**src/rtl/ap_ctrl_pkg.sv**
```systemverilog
`default_nettype none
// +-------------------------------------------------------------------------+
// | ap_ctrl_pkg : shared types for the ap_ctrl_chain sequence driver        |
// | Revision    : 1.0                                                       |
// +-------------------------------------------------------------------------+
package ap_ctrl_pkg;

  localparam int AP_CNT_W = 16;
  localparam int AP_LAT_W = 24;

  typedef enum logic [2:0] {
    ST_IDLE  = 3'd0,
    ST_RUN   = 3'd1,
    ST_DRAIN = 3'd2,
    ST_DONE  = 3'd3,
    ST_ERR   = 3'd4
  } state_t;

  localparam logic [1:0] ERR_NONE     = 2'd0;
  localparam logic [1:0] ERR_SPURIOUS = 2'd1;
  localparam logic [1:0] ERR_TIMEOUT  = 2'd2;

  // Latency record at the default widths.
  typedef struct packed {
    logic [AP_CNT_W-1:0] index;
    logic [AP_LAT_W-1:0] latency;
  } rec_t;

endpackage
`default_nettype wire

```
**src/rtl/ap_ctrl_ts_fifo.sv**
```systemverilog
`default_nettype none
// +-------------------------------------------------------------------------+
// | ap_ctrl_ts_fifo : start-timestamp FIFO, DEPTH a power of 2 (>= 2)       |
// | Revision        : 1.0                                                   |
// +-------------------------------------------------------------------------+
module ap_ctrl_ts_fifo #(
  parameter int WIDTH = 24,
  parameter int DEPTH = 4
) (
  input  logic                   clk,
  input  logic                   rst,
  input  logic                   i_clr,
  input  logic                   i_push,
  input  logic                   i_pop,
  input  logic [WIDTH-1:0]       i_data,
  output logic [WIDTH-1:0]       o_head,
  output logic [$clog2(DEPTH):0] o_count,
  output logic                   o_empty,
  output logic                   o_full
);
  localparam int c_AW = $clog2(DEPTH);

  logic [WIDTH-1:0] r_mem [DEPTH];
  logic [c_AW-1:0]  r_wptr;
  logic [c_AW-1:0]  r_rptr;
  logic [c_AW:0]    r_count;
  logic             w_do_push;
  logic             w_do_pop;

  assign o_empty = (r_count == '0);
  assign o_full  = (r_count == (c_AW+1)'(DEPTH));
  assign o_head  = r_mem[r_rptr];
  assign o_count = r_count;

  // Push+pop on an empty FIFO is a bypass: the entry never lands in storage.
  assign w_do_pop  = i_pop & ~o_empty;
  assign w_do_push = i_push & ~(i_pop & o_empty) & (~o_full | w_do_pop);

  always_ff @(posedge clk) begin
    if (rst || i_clr) begin
      r_wptr  <= '0;
      r_rptr  <= '0;
      r_count <= '0;
    end else begin
      if (w_do_push) r_wptr <= r_wptr + c_AW'(1);
      if (w_do_pop)  r_rptr <= r_rptr + c_AW'(1);
      r_count <= r_count + (c_AW+1)'(w_do_push) - (c_AW+1)'(w_do_pop);
    end
  end

  always_ff @(posedge clk) begin
    if (rst) begin
      for (int i = 0; i < DEPTH; i++) r_mem[i] <= '0;
    end else if (w_do_push) begin
      r_mem[r_wptr] <= i_data;
    end
  end

endmodule
`default_nettype wire

```
**src/rtl/ap_ctrl_seq_driver.sv**
```systemverilog
`default_nettype none
// +-------------------------------------------------------------------------+
// | ap_ctrl_seq_driver : ap_ctrl_chain initiator with per-txn latency recs  |
// | Revision           : 1.0                                                |
// +-------------------------------------------------------------------------+
module ap_ctrl_seq_driver
  import ap_ctrl_pkg::*;
#(
  parameter int CNT_W   = 16,
  parameter int LAT_W   = 24,
  parameter int DEPTH   = 4,
  parameter int TIMEOUT = 100000
) (
  input  logic             clock,
  input  logic             reset,
  input  logic             cmd_valid,
  output logic             cmd_ready,
  input  logic [CNT_W-1:0] cmd_count,
  output logic             ap_start,
  input  logic             ap_ready,
  input  logic             ap_done,
  output logic             ap_continue,
  output logic             rec_valid,
  input  logic             rec_ready,
  output logic [CNT_W-1:0] rec_index,
  output logic [LAT_W-1:0] rec_latency,
  output logic             finish,
  output logic [CNT_W-1:0] issued_cnt,
  output logic [CNT_W-1:0] done_cnt,
  output logic             err,
  output logic [1:0]       err_code
);
  localparam int            c_AW      = $clog2(DEPTH);
  localparam int            c_WD_W    = (TIMEOUT > 1) ? $clog2(TIMEOUT) : 1;
  localparam logic [c_AW:0] c_DEPTH   = (c_AW+1)'(DEPTH);
  localparam logic [c_WD_W-1:0] c_WD_LAST = c_WD_W'((TIMEOUT > 0) ? TIMEOUT - 1 : 0);

  state_t            r_state;
  logic [CNT_W-1:0]  r_count;
  logic [CNT_W-1:0]  r_issued;
  logic [CNT_W-1:0]  r_done;
  logic [LAT_W-1:0]  r_stamp;
  logic [c_WD_W-1:0] r_wd;
  logic              r_ap_start;
  logic              r_finish;
  logic              r_rec_valid;
  logic [CNT_W-1:0]  r_rec_index;
  logic [LAT_W-1:0]  r_rec_lat;
  logic              r_err;
  logic [1:0]        r_err_code;

  logic              w_rst;
  logic              w_active;
  logic              w_idle_like;
  logic              w_run_entry;
  logic              w_start_acc;
  logic              w_done_acc;
  logic              w_pop_eff;
  logic              w_spur_run;
  logic              w_spur_idle;
  logic              w_timeout;
  logic              w_fifo_empty;
  logic              w_fifo_full;
  logic [c_AW:0]     w_fifo_cnt;
  logic [c_AW:0]     w_out_nxt;
  logic [LAT_W-1:0]  w_head;
  logic [LAT_W-1:0]  w_lat;
  logic [CNT_W-1:0]  w_issued_nxt;

  assign w_rst       = ~reset;
  assign w_active    = (r_state == ST_RUN) || (r_state == ST_DRAIN);
  assign w_idle_like = (r_state == ST_IDLE) || (r_state == ST_DONE);
  assign w_run_entry = w_idle_like & cmd_valid & ~ap_done & (cmd_count != '0);

  assign w_start_acc  = r_ap_start & ap_ready;
  assign ap_continue  = (r_state != ST_ERR) & (~r_rec_valid | rec_ready);
  assign w_done_acc   = ap_done & ap_continue & w_active;
  assign w_pop_eff    = w_done_acc & (~w_fifo_empty | w_start_acc);
  assign w_out_nxt    = w_fifo_cnt + (c_AW+1)'(w_start_acc) - (c_AW+1)'(w_pop_eff);
  assign w_issued_nxt = r_issued + CNT_W'(w_start_acc);

  assign w_spur_run  = w_done_acc & w_fifo_empty & ~w_start_acc;
  assign w_spur_idle = ap_done & w_idle_like;
  assign w_timeout   = (TIMEOUT != 0) && w_active && (w_fifo_cnt != '0) &&
                       !w_done_acc && (r_wd == c_WD_LAST);

  // An empty FIFO at consumption means the same-cycle start is the matching one.
  assign w_lat = w_fifo_empty ? '0 : (r_stamp - w_head);

  ap_ctrl_ts_fifo #(
    .WIDTH (LAT_W),
    .DEPTH (DEPTH)
  ) u_ts_fifo (
    .clk     (clock),
    .rst     (w_rst),
    .i_clr   (w_run_entry),
    .i_push  (w_start_acc),
    .i_pop   (w_done_acc),
    .i_data  (r_stamp),
    .o_head  (w_head),
    .o_count (w_fifo_cnt),
    .o_empty (w_fifo_empty),
    .o_full  (w_fifo_full)
  );

  assign cmd_ready   = w_idle_like;
  assign ap_start    = r_ap_start;
  assign rec_valid   = r_rec_valid;
  assign rec_index   = r_rec_index;
  assign rec_latency = r_rec_lat;
  assign finish      = r_finish;
  assign issued_cnt  = r_issued;
  assign done_cnt    = r_done;
  assign err         = r_err;
  assign err_code    = r_err_code;

  always_ff @(posedge clock) begin
    if (!reset) begin
      r_state     <= ST_IDLE;
      r_count     <= '0;
      r_issued    <= '0;
      r_done      <= '0;
      r_stamp     <= '0;
      r_wd        <= '0;
      r_ap_start  <= 1'b0;
      r_finish    <= 1'b0;
      r_rec_valid <= 1'b0;
      r_rec_index <= '0;
      r_rec_lat   <= '0;
      r_err       <= 1'b0;
      r_err_code  <= ERR_NONE;
    end else begin
      r_stamp <= r_stamp + LAT_W'(1);

      if (!w_active || w_fifo_cnt == '0 || w_done_acc) r_wd <= '0;
      else                                            r_wd <= r_wd + c_WD_W'(1);

      if (w_done_acc && !w_spur_run) begin
        r_rec_valid <= 1'b1;
        r_rec_index <= r_done;
        r_rec_lat   <= w_lat;
        r_done      <= r_done + CNT_W'(1);
      end else if (rec_ready) begin
        r_rec_valid <= 1'b0;
      end

      if (w_start_acc) r_issued <= w_issued_nxt;

      case (r_state)
        ST_IDLE, ST_DONE: begin
          if (w_spur_idle) begin
            r_state    <= ST_ERR;
            r_finish   <= 1'b0;
            r_err      <= 1'b1;
            r_err_code <= ERR_SPURIOUS;
          end else if (cmd_valid) begin
            r_issued <= '0;
            r_done   <= '0;
            if (cmd_count != '0) begin
              r_state    <= ST_RUN;
              r_count    <= cmd_count;
              r_stamp    <= '0;
              r_ap_start <= 1'b1;
              r_finish   <= 1'b0;
            end else begin
              r_state  <= ST_DONE;
              r_finish <= 1'b1;
            end
          end
        end
        ST_RUN, ST_DRAIN: begin
          if (w_spur_run || w_timeout) begin
            r_state    <= ST_ERR;
            r_ap_start <= 1'b0;
            r_err      <= 1'b1;
            r_err_code <= w_spur_run ? ERR_SPURIOUS : ERR_TIMEOUT;
          end else if (r_state == ST_RUN) begin
            r_ap_start <= (w_issued_nxt < r_count) && (w_out_nxt < c_DEPTH);
            if (w_issued_nxt == r_count) r_state <= ST_DRAIN;
          end else if (r_done == r_count && !r_rec_valid) begin
            r_state  <= ST_DONE;
            r_finish <= 1'b1;
          end
        end
        default: begin
          r_state    <= ST_ERR;
          r_ap_start <= 1'b0;
          r_finish   <= 1'b0;
        end
      endcase
    end
  end

endmodule
`default_nettype wire

```
**config.mk**
```make
export PLATFORM = sky130hd
export DESIGN_NAME = ap_ctrl_seq_driver
export DESIGN_NICKNAME = d
export VERILOG_FILES = /design/src/rtl/ap_ctrl_pkg.sv /design/src/rtl/ap_ctrl_ts_fifo.sv /design/src/rtl/ap_ctrl_seq_driver.sv
export SDC_FILE = /design/constraint.sdc
export NUM_CORES = 1
export LEC_CHECK = 0
export ABC_CLOCK_PERIOD_IN_PS = 4900
export CORE_MARGIN = 2
export CORE_UTILIZATION = 45
export DETAILED_ROUTE_END_ITERATION = 12
export PLACE_DENSITY = 0.76
export SYNTH_ARGS = -nofsm -noshare
export SYNTH_HDL_FRONTEND = slang
export SYNTH_SLANG_ARGS = --single-unit
export TNS_END_PERCENT = 5
```
**constraint.sdc**
```tcl
create_clock -name clock -period 4.9 [get_ports clock]
set_clock_uncertainty 0.2 [all_clocks]
set_input_delay 0.49 -clock clock [delete_from_list [all_inputs] [get_ports clock]]
set_output_delay 0.49 -clock clock [all_outputs]
set_load 0.02 [all_outputs]
```
* After elaboration in Yosys (flattened, before gate mapping) *
Memories as Yosys holds them, arrays and structs flattened. A register that Yosys moved wholly into a read port is not among the register bits.
Index checks and enable logic that the tools add are counted.

cells by class
  $mul = 0
  reductions and logical operators = 31
  add/subtract/negate cells = 11
  bitwise gates (word level) = 25
  equal/unequal tests = 20
  order comparisons = 2
  div/mod/pow operators = 0
  shifts and indexed selects = 0
  mux-type cells = 52

operators by type and width
  operator               number
  $mux 24                6
  $mux 16                8
  $eq 16x16->1           2
  $add 24x1->24 const B  1
  $reduce_or 24->1       1
  $sub 24x24->24         1
  $mux 1                 20
  $mux 3                 6
  $add 17x1->17 const B  1
  $eq 17x17->1 const B   1
  $add 16x1->16          1
  $add 16x1->16 const B  1
  $lt 16x16->1           1
  $ne 2x2->1 const B     8
  $reduce_bool 16->1     1
  $and 1x1->1            14
  $mux 2                 7
  $reduce_and 4->1       3
  $ne 3x3->1 const B     3
  $ne 4x4->1 const B     2
  $not 1->1              8
  $add 3x1->3            2
  $eq 3x2->1 const B     2
  $logic_and 1x1->1      6
  other kinds (16)       35

storage, ports and cells
  input port bits = 22
  memories kept = 1
  output and inout port bits = 80
  latch bits = 0
  register bits after elaboration = 145
  RAM bits = 96
  bits in read-only memories = 0

memory list
  name             depth  bits a word  read ports  clocked after memory_dff  wr ports  RTL line               text
  u_ts_fifo.r_mem  4      24           1           1                         4         ap_ctrl_ts_fifo.sv:23  logic [WIDTH-1:0] r_mem [DEPTH];

* Depth between registers and ports, before layout *
Gate-level depths: netlist (run 1).

  depth in word-level cells = 14
  depth in mapped cells = 17
  mapped depth without buffers = 16

* Modules after synthesis *
A second synthesis (run 1) with hierarchy kept.

unflattened totals
  cell total of the unflattened synthesis = 1238
  area, all modules = 12165.4 um^2

by module, submodules not included
  module              area each (um^2)  cells an instance  instances
  ap_ctrl_seq_driver  7553.5            949                1
  ap_ctrl_ts_fifo     4611.9            289                1

* Least setup slack after synthesis (run 1) *
OpenSTA, ideal clock, no wires.

  path type = reg2reg
  start = register r_rec_valid (netlist: rec_valid)
  end = memory u_ts_fifo.r_mem[1][0] (enable)
  slack = 0.946 ns
  path buffers = 1
  arrival time = 3.316 ns
  cell stages (with the launch flop) = 8
  path through = dfxtp_1 nor2b_1 nor3_2 xor2_1 a31oi_2 clkbuf_1 nand2_1 o21ai_0

RTL lines
  element                   RTL line                   text
  start: declaration        ap_ctrl_seq_driver.sv:46   logic r_rec_valid;
  start signal: assignment  ap_ctrl_seq_driver.sv:127  r_rec_valid <= 1'b0;
  start signal: assignment  ap_ctrl_seq_driver.sv:139  r_rec_valid <= 1'b1;
  start signal: assignment  ap_ctrl_seq_driver.sv:144  r_rec_valid <= 1'b0;
  end: declaration          ap_ctrl_ts_fifo.sv:23

* Final worst setup path (run 1) *
  start = input ap_ready
  end = register r_state[1]

between the ends
  longest elaborated chain between the ends = 6

RTL lines
  element                                                RTL line                   text
  start: declaration                                     ap_ctrl_seq_driver.sv:20   input logic ap_ready,
  $and 1x1->1 (*)                                        ap_ctrl_seq_driver.sv:75   assign w_start_acc = r_ap_start & ap_ready;
  branches (longest 5 deep; another with $add 16x1->16)  --
  end signal: assignment                                 ap_ctrl_seq_driver.sv:173  r_state <= ST_ERR;
  end signal: assignment                                 ap_ctrl_seq_driver.sv:179  if (w_issued_nxt == r_count) r_state <= ST_DRAIN;
  end signal: assignment                                 ap_ctrl_seq_driver.sv:181  r_state <= ST_DONE;
  end: declaration                                       ap_ctrl_seq_driver.sv:38   state_t r_state;

Mark *: on every way between the ends.
A chain may end at the register's enable or synchronous reset.

==> summary.json, run 1 <==
{
  "outcome": {
    "run_status": "complete, no violations"
  },
  "power": {
    "total_power_density_per_cell_area_mw_per_mm2": 365.0,
    "switching_share": 0.2815,
    "power.switching_mw": 1.485,
    "share_clk_of_total_power": 0.390,
    "irDropWorstVdd_mv": 0.2713,
    "leakage_nw": 5.583,
    "combinational_cell_fraction_of_total_power": 0.172,
    "internal-power_mw": 3.790,
    "share_seq_of_total_power": 0.438
  },
  "timing": {
    "tightestPinTransition_ns": 1.158,
    "timing.setup.tns_ns": 0,
    "max_slew_violation_count": 0,
    "slew_headroom": 0.2251,
    "layout_worst_path_cycle_share": 0.8150,
    "report.final.hold_viol_count": 0,
    "finalWorstPathRequiredPeriod_ns": 3.993,
    "max_freq_mhz": 250.4,
    "grt_setup_unrepaired": "false",
    "setup_viol_count_final": 0
  },
  "finish": {
    "filler_cell_count": 2291,
    "fraction_of_final_layout_cells_with_drive_strength_greater_than_1": 0.07795,
    "finalCoreUtilization": 0.5392,
    "flow.area_growth_from_synthesis_pct": 18.33,
    "antenna_cells": 0,
    "design.final.nets": 1399
  },
  "global_routing": {
    "grt_start_max_net_pins": 53,
    "grt_overflow_total": 0,
    "antenna_found_initial": 0,
    "gr-usage-all-layers": 0.2014,
    "vias_in_the_first_global_route": 9108,
    "grt_pass1_wl_um": 46640
  },
  "critical_path": {
    "nature_of_the_critical_path_endpoint": "flip-flop",
    "critical_path.max_fanout": 5,
    "crit_arrival_ns": 4.21,
    "cp_slowest_cell": "a2111oi_0",
    "cp-start-kind": "primary input",
    "worst-path-buf-inv": 1,
    "reg2reg_slack_ns": 0.94,
    "worst_path_largest_cell_delay_ns": 0.57,
    "worst_path_cell_trace": "clkdlybuf4s50_1 > and2_1 > ha_1 > ha_1 > nand3_1 > nor4_2 > nand3_1 > nor2_1 > xor2_1 > ha_1 > nand4_1 > nor4_1 > a2111oi_0 > nor3b_1 > a211oi_1",
    "critical-path-top-delay-family": "simple AND/OR/NAND/NOR gates",
    "crit_type": "primary input to flip-flop",
    "cpMostUsedCell": "ha_1",
    "worst_ep_required_time_ns": 5.11
  },
  "cts": {
    "clock_tree.root_cell": "clkbuf_16",
    "post_cts_resized": 0,
    "cts.htree.levels": 1,
    "cts.sinks": 243,
    "clkLatencyLatePin_ns": 0.53,
    "cts-root-to-sink-buffers": 3,
    "cts_inserted_buffers": 27,
    "holdBufCountCts": 0,
    "path_clk_slew_ns": 0.06,
    "cts_setup_buffers": 0,
    "tritoncts": "yes"
  },
  "die": {
    "start_util": 0.4557,
    "ioPinCount": 102,
    "core.rowCount": 60,
    "core-area_mm2": 0.02680,
    "dieArea_mm2": 0.02847,
    "die_width_um": 168.7,
    "die_height_um": 168.7
  },
  "route": {
    "top_layer_used": "met4",
    "drt-pass1-iter-count": 5,
    "route.vias.total": 9197,
    "routed_wire_length_per_instance_um": 17.00,
    "wl_met2_um": 13090,
    "postRouteWirelength_um": 28700,
    "drc": 0,
    "drt_iter0_markers": 787,
    "detail-route-antenna-nets": 0,
    "met3_length_um": 2003,
    "route.layer.met1.wl_um": 12880,
    "detail_route.vias_per_cell": 5.448
  },
  "synth": {
    "ys_ff_latch": 243,
    "synth.yosys.seq_area_share": 0.4770,
    "post_synth_most_frequent_cells": "162 x nand2_1, 147 x dfxtp_1, 105 x nor2_1",
    "post-synth-top-area-cell": "dfxtp_1",
    "synth_area_per_cell_um2": 9.873,
    "share_of_flip_flops_with_an_asynchronous_set_or_reset": 0,
    "fraction_of_post_synthesis_cell_area_in_the_top_cell_type_by_area": 0.2410,
    "syn_area_mm2": 0.01221,
    "yosys.cell_types.count": 67,
    "syn_nets": 1309,
    "yosys_warnings": 0,
    "yosys.cell_count.top_type": "nand2_1",
    "synth_cells": 1237,
    "synth-edff-count": 96,
    "yosys_most_used_dff": "dfxtp_1",
    "synth_area_leaders": "dfxtp_1 24%, edfxtp_1 24%, xor2_1 5.5%"
  },
  "flow_run": {
    "cap_viol_max_count": 0
  },
  "place": {
    "routabilityCongestion": 0.8830,
    "dpl.hpwl_um": 19500,
    "port_buffers": 101
  },
  "worst_hold_path": {
    "hold_path.class": "flip-flop to flip-flop"
  }
}
[per-stage QoR]
stage | setup slack (ns) | std cells | area [um^2] | power [mW] | hold WS (ns)
2_1_floorplan | 0.9456 | 1237 | 12210 | 2.955 | 0.2299
3_3_place_gp | 0.5549 | 1639 | 13550 | 3.234 | 0.2358
3_5_place_dp | 0.4108 | 1639 | 13550 | 3.253 | 0.2432
4_1_cts | 0.9445 | 1688 | 14450 | 5.306 | 0.2568
5_1_grt | 0.5390 | 1688 | 14450 | 5.485 | 0.2807
6_report | 0.9066 | 1688 | 14450 | 5.275 | 0.2524
[routing by layer]
layer / GRT usage / up-vias
met4: 0.05472 / 0
met2: 0.3311 / 286
met1: 0.2725 / 4367
met3: 0.03998 / 53
met5: 0 / -
li1: - / 4491
[placed cells by master (no fill, tap or decap), types with 19 or more instances in the layout]
cell	instances
nand2_1	162
dfxtp_1	147
nor2_1	104
clkdlybuf4s50_1	100
edfxtp_1	96
xor2_1	76
and3_1	61
inv_1	53
and2_1	53
ha_1	48
a21oi_1	47
a21boi_0	40
xnor2_1	39
nand3_1	37
o21ai_0	35
clkbuf_16	27
mux4_2	24
nand4_1	22
buf_4	19
[logic make-up after synthesis]
| family | share of synthesized area |
|---|---|
| buffers and inverters | 0.03709 |
| AO/OA/AOI/OAI | 0.08606 |
| AND/OR/NAND/NOR | 0.2167 |
| flip-flops | 0.4770 |
| multiplexers | 0.04600 |
| XOR/XNOR | 0.08473 |
| adder cells (fa/ha/maj) | 0.05245 |
[final cells by class]
cell class | count | area [um^2] | area share
Multi-Input combinational cell | 881 | 5947 | 0.4115
Sequential cell | 243 | 5826 | 0.4031
Timing Repair Buffer | 120 | 1149 | 0.07948
Clock buffer | 28 | 679.4 | 0.04701
Tap cell | 341 | 426.7 | 0.02952
Clock inverter | 21 | 219.0 | 0.01515
Inverter | 54 | 205.2 | 0.01420
[registers in the layout, indices dropped and copies added (netlist names), named ones only]
name,cells
ap_start,1
rec_valid,1
rec_latency,24
finish,1
issued_cnt,16
u_ts_fifo.r_mem,96
u_ts_fifo.r_wptr,2
done_cnt,16
rec_index,16
u_ts_fifo.o_count,3
r_state,3
u_ts_fifo.r_rptr,2
err_code,2
r_stamp,24
r_wd,17
r_count,16
err,1
[final timing paths]
path         cells after the start                          from                      endpoint
max                             15                      ap_ready       r_state[1]$_SDFFE_PN0P_
min                              2  rec_latency[17]$_SDFFE_PN0P_  rec_latency[17]$_SDFFE_PN0P_
max reg2reg                     14         ap_start$_SDFFE_PN0P_       r_state[1]$_SDFFE_PN0P_
min reg2reg                      2  rec_latency[17]$_SDFFE_PN0P_  rec_latency[17]$_SDFFE_PN0P_
[worst min-delay path: cells and delay by family, from the launching register on]
family | cells | cell delay (ns)
DFF | 1 | 0.32
and+or+nand+nor | 1 | 0.05
AOI/OAI and AO/OA | 1 | 0.05
[power by group through the flow]
stage / clock network, mW / logic, mW / registers [mW]
finish: 2.06 / 0.909 / 2.31
CTS: 2.09 / 0.908 / 2.31
floorplan: 0 / 0.633 / 2.32
global route: 2.16 / 1.00 / 2.32
detailed placement: 0 / 0.902 / 2.35
global placement: 0 / 0.887 / 2.35
(Power assumes the default switching activity.)
==> run 2, diff against run 1 <==
--- a/config.mk
+++ b/config.mk
@@ -5,7 +5,7 @@
 export SDC_FILE = /design/constraint.sdc
 export NUM_CORES = 1
 export LEC_CHECK = 0
-export ABC_CLOCK_PERIOD_IN_PS = 4900
+export ABC_CLOCK_PERIOD_IN_PS = 3800
 export CORE_MARGIN = 2
 export CORE_UTILIZATION = 45
 export DETAILED_ROUTE_END_ITERATION = 12
==> constraint.sdc (replaced) <==
create_clock -name clock -period 3.8 [get_ports clock]
set_clock_uncertainty 0.2 [all_clocks]
set_input_delay 0.38 -clock clock [delete_from_list [all_inputs] [get_ports clock]]
set_output_delay 0.38 -clock clock [all_outputs]
set_load 0.02 [all_outputs]
==> summary.json, run 2 (synthesized netlist as in run 1, its figures left out) <==
{
  "outcome": {
    "run_status": {"value": "complete, no violations", "change": "unchanged"}
  },
  "critical_path": {
    "worstSetupStartpoint": {"value": "ap_start$_SDFFE_PN0P_", "change": "was ap_ready"},
    "cp-start-kind": {"value": "flip-flop", "change": "was primary input"},
    "rr_startpoint": {"value": "ap_start$_SDFFE_PN0P_", "change": "unchanged"},
    "nature_of_the_critical_path_endpoint": {"value": "flip-flop", "change": "unchanged"},
    "crit_arrival": {"value": 3.66, "unit": "ns", "change": "was 4.21 ns"},
    "crit_type": {"value": "flip-flop to flip-flop", "change": "was primary input to flip-flop"},
    "critical_path.max_fanout": {"value": 4, "change": "was 5"},
    "worst_ep_required_time": {"value": 4.01, "unit": "ns", "change": "was 5.11 ns"}
  },
  "cts": {
    "cts.sinks": {"value": 243, "change": "unchanged"},
    "tritoncts": {"value": "yes", "change": "unchanged"},
    "cts_inserted_buffers": {"value": 27, "change": "unchanged"},
    "clkLatencyLatePin": {"value": 0.53, "unit": "ns", "change": "about the same"},
    "clock_tree.root_cell": {"value": "clkbuf_16", "change": "unchanged"},
    "path_clk_slew": {"value": 0.06, "unit": "ns", "change": "about the same"},
    "cts-root-to-sink-buffers": {"value": 3, "change": "unchanged"},
    "holdBufCountCts": {"value": 0, "change": "unchanged"},
    "cts.htree.levels": {"value": 1, "change": "unchanged"}
  },
  "power": {
    "total_power_density_per_cell_area": {"value": 465.6, "unit": "mW/mm^2", "change": "was 365.0 mW/mm^2"},
    "leakage": {"value": 5.692, "unit": "nW", "change": "was 5.583 nW"},
    "irDropWorstVdd": {"value": 0.2697, "unit": "mV", "change": "was 0.2713 mV"},
    "design_power_total": {"value": 6.807, "unit": "mW", "change": "was 5.275 mW"}
  },
  "global_routing": {
    "vias_in_the_first_global_route": {"value": 9292, "change": "was 9108"},
    "grt_start_max_net_pins": {"value": 43, "change": "was 53"},
    "grt_overflow_total": {"value": 0, "change": "unchanged"},
    "gr-usage-all-layers": {"value": 0.2033, "change": "was 0.2014"},
    "grt_pass1_wl": {"value": 47230, "unit": "um", "change": "was 46640 um"},
    "antenna_found_initial": {"value": 0, "change": "unchanged"}
  },
  "finish": {
    "fraction_of_final_layout_cells_with_drive_strength_greater_than_1": {"value": 0.09211, "change": "was 0.07795"},
    "largest_register_ff_count": {"value": 96, "change": "unchanged"},
    "layout_common_cells": {"value": "162 x nand2_1, 147 x dfxtp_1, 105 x nor2_1", "change": "was 162 x nand2_1, 147 x dfxtp_1, 104 x nor2_1"},
    "design.final.nets": {"value": 1420, "change": "was 1399"},
    "flow.area_growth_from_synthesis": {"value": 19.70, "unit": "%", "change": "was 18.33%"},
    "largest_register": {"value": "u_ts_fifo.r_mem", "change": "unchanged"},
    "finalCoreUtilization": {"value": 0.5455, "change": "was 0.5392"},
    "layout_commonest_cell": {"value": "nand2_1", "change": "unchanged"},
    "antenna_cells": {"value": 0, "change": "unchanged"}
  },
  "timing": {
    "max_slew_violation_count": {"value": 0, "change": "unchanged"},
    "layout_worst_path_cycle_share": 0.9073,
    "grt_setup_unrepaired": {"value": "false", "change": "unchanged"},
    "report.final.hold_viol_count": {"value": 0, "change": "unchanged"},
    "tightestPinTransition": {"value": 0.7650, "unit": "ns", "change": "was 1.158 ns"},
    "max_freq_mhz": 290.1,
    "finalWorstPathRequiredPeriod_ns": 3.448,
    "slew_headroom": {"value": 0.4900, "change": "was 0.2251"},
    "timing.setup.tns": {"value": 0, "unit": "ns", "change": "unchanged"},
    "setup_viol_count_final": {"value": 0, "change": "unchanged"}
  },
  "route": {
    "top_layer_used": {"value": "met4", "change": "unchanged"},
    "detail-route-antenna-nets": {"value": 0, "change": "unchanged"},
    "wl_met2": {"value": 13580, "unit": "um", "change": "was 13090 um"},
    "detail_route.vias_per_cell": {"value": 5.477, "change": "was 5.448"},
    "postRouteWirelength": {"value": 28590, "unit": "um", "change": "was 28700 um"},
    "routed_wire_length_per_instance": {"value": 16.73, "unit": "um", "change": "was 17.00 um"},
    "drt-pass1-iter-count": {"value": 6, "change": "was 5"},
    "met3_length": {"value": 1983, "unit": "um", "change": "was 2003 um"},
    "route.layer.met1.wl": {"value": 12600, "unit": "um", "change": "was 12880 um"},
    "route.vias.total": {"value": 9360, "change": "was 9197"},
    "drc": {"value": 0, "change": "unchanged"},
    "drt_iter0_markers": {"value": 703, "change": "was 787"}
  },
  "flow_run": {
    "cap_viol_max_count": {"value": 0, "change": "unchanged"}
  },
  "die": {
    "die_height": {"value": 168.7, "unit": "um", "change": "unchanged"},
    "ioPinCount": {"value": 102, "change": "unchanged"},
    "die_width": {"value": 168.7, "unit": "um", "change": "unchanged"},
    "core.rowCount": {"value": 60, "change": "unchanged"},
    "dieArea": {"value": 0.02847, "unit": "mm^2", "change": "unchanged"},
    "core-area": {"value": 0.02680, "unit": "mm^2", "change": "unchanged"},
    "start_util": {"value": 0.4557, "change": "unchanged"}
  },
  "place": {
    "port_buffers": {"value": 101, "change": "unchanged"},
    "dpl.hpwl": {"value": 19540, "unit": "um", "change": "was 19500 um"},
    "routabilityCongestion": {"value": 0.8254, "change": "was 0.8830"}
  },
  "worst_hold_path": {
    "worst_hold_startpoint": {"value": "rec_latency[20]$_SDFFE_PN0P_", "change": "was rec_latency[17]$_SDFFE_PN0P_"},
    "hold_path.class": {"value": "flip-flop to flip-flop", "change": "unchanged"}
  }
}
-- run 2: critical path, cell delays in order (launching register included) --
cell       delay (ns)
dfxtp_1          0.37
and2_1           0.23
ha_1             0.22
nand2_1          0.11
nor3_4           0.23
nand3_2          0.10
or2_4            0.28
nor2_1           0.15
xor2_1           0.18
ha_1             0.27
nand4_1          0.15
nor4_2           0.07
a2111oi_1        0.34
buf_4            0.18
nor3b_1          0.17
a211oi_1         0.06
-- run 2: cell type report --
cell class,count,area (um^2)
Tap cell,341,426.7
Timing Repair Buffer,141,1319
Clock buffer,35,745.7
Clock inverter,14,145.1
Fill cell,2280,12180
Sequential cell,243,5826
Multi-Input combinational cell,881,5952
Inverter,54,205.2
-- run 2: power breakdown --
part	internal (mW)	total, mW	switching, mW
combinational	0.507	1.22	0.711
sequential	2.84	2.98	0.131
clock	1.58	2.61	1.04
total	4.93	6.81	1.88
-- run 2: per-stage QoR --
step	cell area (um^2)	hold slack (ns)	cells	worst slack, ns
after floorplan	12210	0.2299	1237	-0.01765
after global placement	13720	0.2424	1660	-0.1636
after detailed placement	13720	0.2466	1660	-0.2308
after CTS	14610	0.2320	1709	0.2526
after global routing	14620	0.2491	1709	0.05526
final	14620	0.2522	1709	0.3524
-- run 2: timing repair --
item | CTS | global route
setup buffers | 0 | 0
hold endpoints to repair | 0 | 0
endpoints found under the setup margin | 0 | 2
resized for setup | 0 | 2
-- run 2: path summary, 6_finish.rpt --
path                                  endpoint  slack (ns)  cells after the start
setup / recovery       r_state[1]$_SDFFE_PN0P_        0.35                     15
hold / removal    rec_latency[20]$_SDFFE_PN0P_        0.25                      2
setup reg to reg       r_state[1]$_SDFFE_PN0P_        0.35                     15
hold reg to reg   rec_latency[20]$_SDFFE_PN0P_        0.25                      2
-- run 2: metal layers --
layer | vias up | GRT usage
li1 | 4541 | -
met1 | 4486 | 0.2731
met2 | 296 | 0.3482
met3 | 37 | 0.03367
met4 | 0 | 0.04085
met5 | - | 0
==> variant 1: new RTL, flow settings as in run 1 <==
The parameter `TIMEOUT` goes from 100000 to 400000.
--- a/src/rtl/ap_ctrl_seq_driver.sv
+++ b/src/rtl/ap_ctrl_seq_driver.sv
@@ -11,3 +11,3 @@
   parameter int DEPTH   = 4,
-  parameter int TIMEOUT = 100000
+  parameter int TIMEOUT = 400000
 ) (
Function: same outputs for any inputs over 4 cycles, from zero or initial values and one cycle with reset low; that may be too few to reach the edited logic, so the function may still have changed.
==> variant 1 against run 1 <==
- power increased by 0.12%
- sequential cell count increased by 2
- first-iteration DRC count decreased by 17%
- synthesized area increased by 0.14%
- sequential share of layout area increased by 0.11 points
- wire length decreased by 4.6%
- worst hold slack got worse by 0.0052 ns
- register-to-register slack got worse by 0.17 ns
- final area increased by 0.42%
- critical path type is now reg -> reg
- clock power about the same
- worst setup slack got worse by 0.13 ns
==> variant 1: results (changes against run 1) <==
* Top reg by flops: u_ts_fifo.r_mem
* Filler cells at 2330 (+1.7%)
* Final Non-Filler Cells at 1669 (-1.1%)
* Dominant cells by area after synthesis: dfxtp_1 (24%), edfxtp_1 (24%), ha_1 (4.9%), xor2_1 (4.8%), mux4_2 (4.4%)
* Number of H-tree levels at 1 (unchanged)
* Routed WL per cell at 16.4 um (-3.5%)
* Vias in the first global route at 8821 (-3.2%)
* P_int at 3.82 mW (+0.80%)
* Critical path arrival at 4.41 ns (+0.20 ns)
* Clock root buffer: clkbuf_16
* Nets at 1379 (-1.4%)
* All-layer global routing usage at 19.1% (-1.0 points)
* Worst-path clk slew at 0.06 ns (about the same)
* Setup TNS after final layout at 0 ns (unchanged)
* Clock buffer depth at 3 (unchanged)
* Power share of the combinational group at 17.5% (+0.3 points)
* VDD IR max at 0.000300 V (+11%)
* Placer Congestion at 0.891 (+0.89%)
* Yosys warns at 0 (unchanged)
* Mapped Avg Cell Area at 10.1 um2 (+2.0%)
* Layout cells sized above 1 at 7.98% (+0.19 points)
* Synth Net Count at 1286 (-1.8%)
* Vias/cell at 5.45 (about the same)
* Cell family with most CP delay: simple AND/OR/NAND/NOR gates
* Worst skew pair latency at 0.54 ns
* Status: finished clean
* CP Max Fanout at 4 (-1)
* Seq. pwr at 2.30 mW
* Power density over cell area at 364 mW/mm2 (-0.30%)
* Post-CTS setup buffer count at 0 (unchanged)
* Number of gates resized after cts at 0 (unchanged)
* Cell total after placement at 1619 (-1.2%)
* Lkg Pwr at 5.66 nW (+1.4%)
* First-pass GRT wire length at 44.6 mm (-4.5%)
* Distinct cell type count after synthesis at 65 (-3.0%)
* Pre-Repair DR Iteration Count at 5 (unchanged)
* M2 GR Usage at 32.8% (-0.32 points)
* Placement Cell Area at 0.0136 mm2 (+0.42%)
* Max stage delay on crit path at 0.54 ns (-0.03 ns)
* Pin count of the biggest net entering global routing at 49 (-7.5%)
* Top_reg_cell synth: dfxtp_1
* Largest register FFs at 96 (unchanged)
* Initial DRC count at 653 (-17%)
* Top cells by count, synth: dfxtp_1 (149), nand2_1 (113), nor2_1 (108), edfxtp_1 (96), xor2_1 (67)
* Grt met3 use at 2.88% (-1.1 points)
* Sequential area share after synthesis at 48.0% (+0.26 points)
* Slowest cell on crit path: a2111oi_0
* Initial antenna violation count at 0 (unchanged)
* Detailed placement HPWL at 18.8 mm (-3.4%)
* Met1 Track Usage GR at 25.4% (-1.9 points)
* Worst-margin pin slew at 1.13 ns (-0.0327 ns)
* Hold Crit Class: reg -> reg
* Dpl ws at 0.195 ns (-0.216 ns)
* Num CTS Buffers at 27 (unchanged)
-- variant 1: path summary, 6_finish.rpt --
check	end	from	slack [ns]	depth (start not counted)
worst max-delay path	ap_start$_SDFFE_PN0P_	ap_start$_SDFFE_PN0P_	0.77	17
worst max register to register	ap_start$_SDFFE_PN0P_	ap_start$_SDFFE_PN0P_	0.77	17
worst min-delay path	rec_latency[12]$_SDFFE_PN0P_	rec_latency[12]$_SDFFE_PN0P_	0.25	2
worst min register to register	rec_latency[12]$_SDFFE_PN0P_	rec_latency[12]$_SDFFE_PN0P_	0.25	2
-- variant 1: logic make-up (layout without fill, tap and decap cells) --
| group | Yosys count | after routing | share of synthesized area (%) |
|---|---|---|---|
| AND/OR/NAND/NOR | 489 | 489 | 20.4 |
| adder cells (fa/ha/maj) | 50 | 50 | 5.24 |
| multiplexers | 41 | 41 | 5.81 |
| AO/OA/AOI/OAI | 160 | 160 | 8.61 |
| XOR/XNOR | 116 | 116 | 8.31 |
| flip-flops | 245 | 245 | 48.0 |
| buffers and inverters | 113 | 227 | 3.64 |
-- variant 1: worst min-delay path: stages, from the launching register on --
cell     delay, ns
dfxtp_1       0.32
nand2_1       0.04
o21ai_0       0.05
-- variant 1: layout make-up --
class	count	area, um2	area share [%]
well taps	341	427	2.94
clock inverters	17	171	1.18
flip-flops and latches	245	5870	40.4
inverters	59	221	1.53
multi-input cells	856	5940	40.9
repair buffers	118	1160	7.98
clock buffers	33	729	5.03
-- variant 1: layer usage --
| layer | up-vias | wire length [um] |
|---|---|---|
| met5 | - | 0 |
| met4 | 0 | 534 |
| met3 | 39 | 1610 |
| met2 | 254 | 13100 |
| met1 | 4348 | 12200 |
| li1 | 4448 | - |
==> variant 2: new RTL, settings of run 1 <==
Without the edit above. The 5 states of `state_t` get a Gray code encoding in 3 bits.
--- a/src/rtl/ap_ctrl_pkg.sv
+++ b/src/rtl/ap_ctrl_pkg.sv
@@ -11,7 +11,7 @@
   typedef enum logic [2:0] {
-    ST_IDLE  = 3'd0,
-    ST_RUN   = 3'd1,
-    ST_DRAIN = 3'd2,
-    ST_DONE  = 3'd3,
-    ST_ERR   = 3'd4
+    ST_IDLE  = 3'b000,
+    ST_RUN   = 3'b001,
+    ST_DRAIN = 3'b011,
+    ST_DONE  = 3'b010,
+    ST_ERR   = 3'b110
   } state_t;
Behaviour: same outputs for any inputs over 4 cycles, from zero or initial values and one cycle with reset low; so few cycles prove little.
==> variant 2 against run 1 <==
- global-route usage decreased by 0.16 points
- worst setup slack gained 0.038 ns
- die area shrank 0.50%
- final area is 0.13% lower
- synthesized area decreased by 0.51%
- wire length is 1.8% lower
- sequential cell count unchanged
- critical path type unchanged
- critical path depth stayed put
Power is not compared: it rests on default switching activity, and its combinational part moved more than twofold at a synthesized area within 25%.
==> variant 2: results (changes against run 1) <==
* Status: finished clean
* Power, Total at 4.69 mW
* Crit path kind: in -> reg
* Lkg Pwr at 5.66 nW
* Vias at 9048 (-1.6%)
* Sequential share of cell area at 40.4% (+0.053 points)
* Cell total after placement at 1612 (-1.6%)
* Hold Crit Class: reg -> reg
* Top cells by count, synth: dfxtp_1 (147), nand2_1 (114), nor2_1 (98), edfxtp_1 (96), xor2_1 (71)
* First-pass GRT wire length at 46.1 mm (-1.1%)
* Pin count of the biggest net entering global routing at 57 (+7.5%)
* Die width at 168 um (-0.25%)
* Layout non-clock buf frac at 7.85% (-0.094 points)
* Routed WL per cell at 17.0 um (-0.25%)
* Vias in the first global route at 9198 (+0.99%)
* Signal inverters at 60 (+11%)
* Initial DRC count at 478 (-39%)
* Placement Cell Area at 0.0135 mm2 (-0.45%)
* Dominant cells by area after synthesis: dfxtp_1 (24%), edfxtp_1 (24%), xor2_1 (5.1%), ha_1 (4.9%), mux4_2 (4.4%)
* Layout cells sized above 1 at 7.80% (about the same)
* Filler cells at 2341 (+2.2%)
* Clock buffers at 33 (+18%)
* Synth Net Count at 1284 (-1.9%)
* All-layer global routing usage at 20.0% (-0.16 points)
* Clock Network Area Fraction at 6.52% (+0.30 points)
* FF+latch count at 243 (unchanged)
* VDD IR max at 0.000225 V
* Cell count after synthesis at 1212 (-2.0%)
* Dpl ws at 0.450 ns (+0.0395 ns)
* Worst-margin pin slew at 1.15 ns (-0.00678 ns)
* Critical path arrival at 4.22 ns (about the same)
* Placer Congestion at 0.856 (-3.1%)
* Non-Clock Buffer Count at 118 (-1.7%)
* Detailed placement HPWL at 19.4 mm (-0.40%)
* Final wirelength at 28.2 mm (-1.8%)
* Distinct cell type count after synthesis at 60 (-10%)
## variant 2: cell types whose count changed after synthesis, moves of 7 or more
cell	before	now
mux2i_1	1	16
a21boi_0	40	18
clkbuf_1	39	46
nor2_1	105	98
nor2b_1	12	31
nand2_1	162	114
a21o_1	3	16
## variant 2: path summary, 6_finish.rpt
path / start / endpoint / slack (ns) / cells after the start
worst max-delay path: ap_ready / r_state[1]$_SDFFE_PN0P_ / 0.94 / 15
worst max register to register: ap_start$_SDFFE_PN0P_ / r_state[1]$_SDFFE_PN0P_ / 0.96 / 14
worst min-delay path: r_wd[0]$_SDFF_PP0_ / r_wd[0]$_SDFF_PP0_ / 0.25 / 1
worst min register to register: r_wd[0]$_SDFF_PP0_ / r_wd[0]$_SDFF_PP0_ / 0.25 / 1
## variant 2: routing by layer
metal	up-vias	share of wire, %	GRT usage (%)
met5	-	0	0
met4	0	2.5	5.58
met3	57	5.6	3.53
met2	257	49	35.5
met1	4314	43	25.0
li1	4420	-	-
## variant 2: cell families after synthesis
family / synth area share (%)
AO/OA/AOI/OAI: 8.40
XOR/XNOR: 8.15
adder cells (fa/ha/maj): 5.27
buffers and inverters: 3.87
flip-flops: 47.9
multiplexers: 5.77
AND/OR/NAND/NOR: 20.6
## variant 2: worst max-delay path, stage by stage
cell             delay, ns
clkdlybuf4s50_1       0.47
and2_1                0.31
ha_1                  0.26
ha_1                  0.21
nand3_1               0.16
nor4_1                0.55
nand3_1               0.26
nor2_1                0.18
xor2_1                0.08
ha_1                  0.29
nand4_1               0.14
or4_1                 0.54
nand3_1               0.09
a21oi_1               0.07
nor2_1                0.08
## variant 2: power by group
group | switching, mW | internal [mW]
registers | 0.0366 | 2.16
clock network | 0.831 | 1.29
logic | 0.229 | 0.154
total | 1.10 | 3.60
